**src/rtl/fetch_queue.sv**
```systemverilog
// fetch_queue: instruction fetch queue between fetch and decode.
// First-word-fall-through FIFO of {instruction, pc} pairs with a synchronous
// flush that also discards the next FLUSH_DROP accepted pushes. Those pushes
// are wrong-path fetches that were already in flight when the branch resolved.
//
// Ports:
//   clk_i         sole clock, rising edge
//   reset_i       asynchronous active-low reset
//   flush_i       synchronous flush (highest priority)
//   push_valid_i  fetch offers an entry
//   push_instr_i  offered instruction
//   push_pc_i     offered program counter
//   push_ready_o  queue accepts a push this cycle
//   pop_ready_i   decode consumes the head
//   pop_valid_o   head entry valid
//   pop_instr_o   head instruction (0 when empty)
//   pop_pc_o      head program counter (0 when empty)
//   count_o       stored entries, 0..DEPTH
module fetch_queue #(
  parameter int unsigned DEPTH      = 4,
  parameter int unsigned INSTR_W    = 16,
  parameter int unsigned ADDR_W     = 32,
  parameter int unsigned FLUSH_DROP = 1
) (
  input  logic                       clk_i,
  input  logic                       reset_i,
  input  logic                       flush_i,
  input  logic                       push_valid_i,
  input  logic [INSTR_W-1:0]         push_instr_i,
  input  logic [ADDR_W-1:0]          push_pc_i,
  output logic                       push_ready_o,
  input  logic                       pop_ready_i,
  output logic                       pop_valid_o,
  output logic [INSTR_W-1:0]         pop_instr_o,
  output logic [ADDR_W-1:0]          pop_pc_o,
  output logic [$clog2(DEPTH):0]     count_o
);

  localparam int unsigned PTR_W  = $clog2(DEPTH);
  localparam int unsigned CNT_W  = PTR_W + 1;
  localparam int unsigned DROP_W = 2;

  // Storage is data-only; validity is tracked entirely by the control state.
  logic [INSTR_W-1:0] instr_mem [DEPTH];
  logic [ADDR_W-1:0]  pc_mem    [DEPTH];

  logic [PTR_W-1:0]  wr_ptr;
  logic [PTR_W-1:0]  rd_ptr;
  logic [CNT_W-1:0]  count;
  logic [DROP_W-1:0] drop_cnt;

  logic push_fire;
  logic pop_fire;
  logic dropping;
  logic store;
  logic do_pop;

  // Handshakes; a dropping queue stays ready so wrong-path fetches drain.
  always_comb begin
    dropping     = (drop_cnt != '0);
    push_ready_o = (count < CNT_W'(DEPTH)) || dropping;
    pop_valid_o  = (count != '0);
    push_fire    = push_valid_i && push_ready_o;
    pop_fire     = pop_valid_o && pop_ready_i;
    store        = push_fire && !dropping && !flush_i;
    do_pop       = pop_fire && !flush_i;
  end

  // First-word-fall-through head, forced to zero when empty.
  always_comb begin
    pop_instr_o = '0;
    pop_pc_o    = '0;
    if (pop_valid_o) begin
      pop_instr_o = instr_mem[rd_ptr];
      pop_pc_o    = pc_mem[rd_ptr];
    end
  end

  assign count_o = count;

  // Storage write, no reset.
  always_ff @(posedge clk_i) begin
    if (store) begin
      instr_mem[wr_ptr] <= push_instr_i;
      pc_mem[wr_ptr]    <= push_pc_i;
    end
  end

  // Control state; pointers wrap naturally because DEPTH is a power of two.
  always_ff @(posedge clk_i or negedge reset_i) begin
    if (!reset_i) begin
      wr_ptr   <= '0;
      rd_ptr   <= '0;
      count    <= '0;
      drop_cnt <= '0;
    end else if (flush_i) begin
      wr_ptr   <= '0;
      rd_ptr   <= '0;
      count    <= '0;
      drop_cnt <= DROP_W'(FLUSH_DROP);
    end else begin
      if (store) begin
        wr_ptr <= wr_ptr + PTR_W'(1);
      end
      if (do_pop) begin
        rd_ptr <= rd_ptr + PTR_W'(1);
      end
      case ({store, do_pop})
        2'b10:   count <= count + CNT_W'(1);
        2'b01:   count <= count - CNT_W'(1);
        default: count <= count;
      endcase
      // A discarded push consumes one drop credit.
      if (push_fire && dropping) begin
        drop_cnt <= drop_cnt - DROP_W'(1);
      end
    end
  end

endmodule

```
**config.mk**
```make
export PLATFORM = sky130hd
export DESIGN_NAME = fetch_queue
export DESIGN_NICKNAME = d
export VERILOG_FILES = /design/src/rtl/fetch_queue.sv
export SDC_FILE = /design/constraint.sdc
export NUM_CORES = 1
export LEC_CHECK = 0
export ABC_CLOCK_PERIOD_IN_PS = 7000
export CAP_MARGIN = 20
export CORE_MARGIN = 2
export CORE_UTILIZATION = 50
export CTS_BUF_LIST = sky130_fd_sc_hd__clkbuf_4
export CTS_CLUSTER_DIAMETER = 200
export DETAILED_ROUTE_END_ITERATION = 10
export PLACE_DENSITY_LB_ADDON = 0.2
export SLEW_MARGIN = 20
export SYNTH_ARGS = -nofsm -noshare
export SYNTH_HDL_FRONTEND = slang
export SYNTH_SLANG_ARGS = --single-unit
```
**constraint.sdc**
```tcl
create_clock -name clk_i -period 7 [get_ports clk_i]
set_input_delay 0.7 -clock clk_i [delete_from_list [all_inputs] [get_ports clk_i]]
set_output_delay 0.7 -clock clk_i [all_outputs]
set_load 0.02 [all_outputs]
```
==> summary.md <==
| Metric | Value |
|---|---|
| Worst path arrival time | `3.02 ns` |
| Port-buffer cells | `105` |
| DIE AREA | `0.0167 mm^2` |
| Routed Antenna Nets | `0` |
| Die height | `129 um` |
| Top Ports | `106` |
| CTS tree | `done` |
| Postcts setup bufs | `0` |
| Die extent in x | `129 um` |
| GR Overflow Total | `0` |
| Syn_area_per_cell | `21.2 um^2` |
| Residual DRC count | `0` |
| Post-synth net total | `429` |
| GRT Total Usage | `17.9%` |
| Post-CTS Resized | `0` |
| Slew @ Worst Pin | `0.658 ns` |
| Critical path fanouts, max | `26` |
| WL final | `14.1 mm` |
| Number of vias per cell | `5.26` |
| Final Total Pwr | `2.52 mW` |
| Total CTS buffers | `49` |
| Pin count of the biggest net entering global routing | `52` |
| GP Congestion | `0.730` |
| Synth cell types | `31` |
| Final hold vios | `0` |
| #FFs+latches synth | `201` |
| DRT Pass-1 Iters | `4` |
| Core Rows | `45` |
| # Max-Cap Violations | `0` |
| Final worst-path cycle share | `53.1%` |
| Crit. End Element | `output pin` |
| Antenna violations before repair | `2` |
| Synth Cell Area | `0.00785 mm^2` |
| Max_slew headroom | `56.1%` |
| Ys Warns | `0` |
| Final setup viols | `0` |
| Core Area | `0.0153 mm^2` |
| Vias | `3,991` |
| Crit start category | `flop` |
| RSZ-0062 raised after global routing | `false` |
| Most frequent cells in the layout | `edfxtp_1 (192), clkdlybuf4s50_1 (105), clkbuf_4 (78), mux4_2 (48), and2_1 (48)` |
| Share of layout cells above drive strength 1 | `26.1%` |
| Crit path required time | `6.30 ns` |
| Hold Buf Count CTS | `0` |
| Kind of critical path | `flop to output pin` |
| # H-tree levels | `2` |
| Clock transition at path regs | `0.07 ns` |
| Cells after synthesis | `370` |
| DR iter-0 viols | `162` |
| Fin nets | `572` |
| Deepest clock path buffer count | `3` |
| PD cells | `259 mW/mm^2` |
| Highest clock rate | `0.269 GHz` |
| Area grow syn2layout | `23.9%` |
| Run status | `completed` |
| Most common cell after layout, fill and taps aside | `edfxtp_1` |
| TNS Setup | `0 ns` |
| Root Buffer | `clkbuf_4` |
| Max Slew Vio Count | `0` |
| Worst min-delay path category | `input port to asynchronous set/reset pin` |
| Initial Utilization | `51.5%` |
| Minimum clock period after layout | `3.72 ns` |
| Vias in the first global route | `4,285` |
| Drt wl/cell | `18.6 um` |
| Peak supply drop | `0.152 mV` |
| Pleak | `3.18 nW` |
| Clk sinks | `201` |
| First-pass GRT wire length | `22.2 mm` |
| Clk_skew | `0.0170 ns` |
| Register area share after synthesis | `76.3%` |
| Clk Latency, worst-skew pair | `0.61 ns` |
-- cell families after synthesis --
logic type / Yosys count / synth area share, %
DFF: 201 / 76.3
adders and majority gates: 6 / 1.05
xor gates and xnor gates: 5 / 0.558
muxes: 48 / 13.8
AOI/OAI and AO/OA: 11 / 0.924
and+or+nand+nor: 74 / 5.61
buffers and inverters: 25 / 1.80
-- stage by stage --
stage               std cells  hold slack, ns  utilization [%]  setup slack, ns  area [um^2]
global placement          672           0.506             59.6             3.78         9100
CTS                       757           0.357             63.6             3.08         9710
finish                    759           0.412             63.8             3.28         9730
global route              759           0.375             63.8             3.08         9730
floorplan                 370           0.404                -             4.25         7850
detailed placement        672           0.523             59.6             3.78         9100
-- flip-flops by register name (all words and copies together), names as in the netlist --
signal / flops
pc_mem: 128
instr_mem: 64
count_o: 3
drop_cnt: 2
rd_ptr: 2
wr_ptr: 2
-- critical path: stages, from the launching register on --
cell and delay [ns]:
dfrtp_2 0.80, buf_4 0.50, mux4_2 0.37, and2_1 0.20
clkdlybuf4s50_1 0.54
-- cell type report --
| cell class | instances | area (um^2) |
|---|---|---|
| clock buffer | 78 | 586 |
| clock inverter | 7 | 28.8 |
| fill | 1085 | 5530 |
| inverter | 6 | 22.5 |
| tap | 211 | 264 |
| sequential | 201 | 6000 |
| antenna | 1 | 2.50 |
| timing repair buffer | 111 | 1110 |
| multi-input combinational | 144 | 1730 |
-- final timing paths --
check	cells after the start	slack [ns]	endpoint	from
worst max-delay path	4	3.28	pop_pc_o[27]	rd_ptr[1]
worst min-delay path	1	0.41	drop_cnt[1]	reset_i
worst max register to register	6	4.42	pc_mem[1][7]	drop_cnt[0]
worst min register to register	2	0.54	drop_cnt[0]	drop_cnt[0]
max in group asynchronous	1	6.22	rd_ptr[0]	reset_i
min in group clk_i	2	0.54	drop_cnt[0]	drop_cnt[0]
-- synthesized netlist by cell type --
cell | number | area share [%]
nor3_1 | 2 | 0.13
dfrtp_1 | 9 | 2.9
inv_1 | 6 | 0.29
edfxtp_1 | 192 | 73
xor2_1 | 2 | 0.22
clkbuf_1 | 6 | 0.29
nor2_1 | 7 | 0.33
ha_1 | 5 | 0.80
a41oi_1 | 1 | 0.11
fa_1 | 1 | 0.25
nor2b_1 | 1 | 0.080
nand4_1 | 1 | 0.080
and2_1 | 52 | 4.1
nand2_1 | 5 | 0.24
buf_1 | 2 | 0.096
buf_2 | 2 | 0.13
o21ai_0 | 4 | 0.25
buf_4 | 5 | 0.48
or3_4 | 1 | 0.14
xnor2_1 | 3 | 0.33
mux4_2 | 48 | 14
nand2b_1 | 2 | 0.16
a211oi_1 | 1 | 0.096
buf_6 | 3 | 0.43
a211o_1 | 1 | 0.11
a21oi_1 | 2 | 0.13
nor4b_1 | 1 | 0.11
nand3_2 | 1 | 0.13
nand3_1 | 1 | 0.064
o2111ai_1 | 2 | 0.22
clkbuf_4 | 1 | 0.096
-- metal layers --
metal | vias up | GRT usage (%) | part of all wire (%)
li1 | 1804 | - | -
met5 | - | 0 | 0.092
met2 | 146 | 30.0 | 51
met3 | 35 | 6.15 | 7.0
met4 | 2 | 7.99 | 2.0
met1 | 2004 | 21.0 | 40
-- report_power, final --
part | internal, mW | leakage [nW] | switching [mW]
Sequential | 1.33 | 1.84 | 0.0152
Clock | 0.501 | 0.377 | 0.416
Combinational | 0.134 | 0.962 | 0.121
Total | 1.97 | 3.18 | 0.552
(Power assumes the default switching activity.)
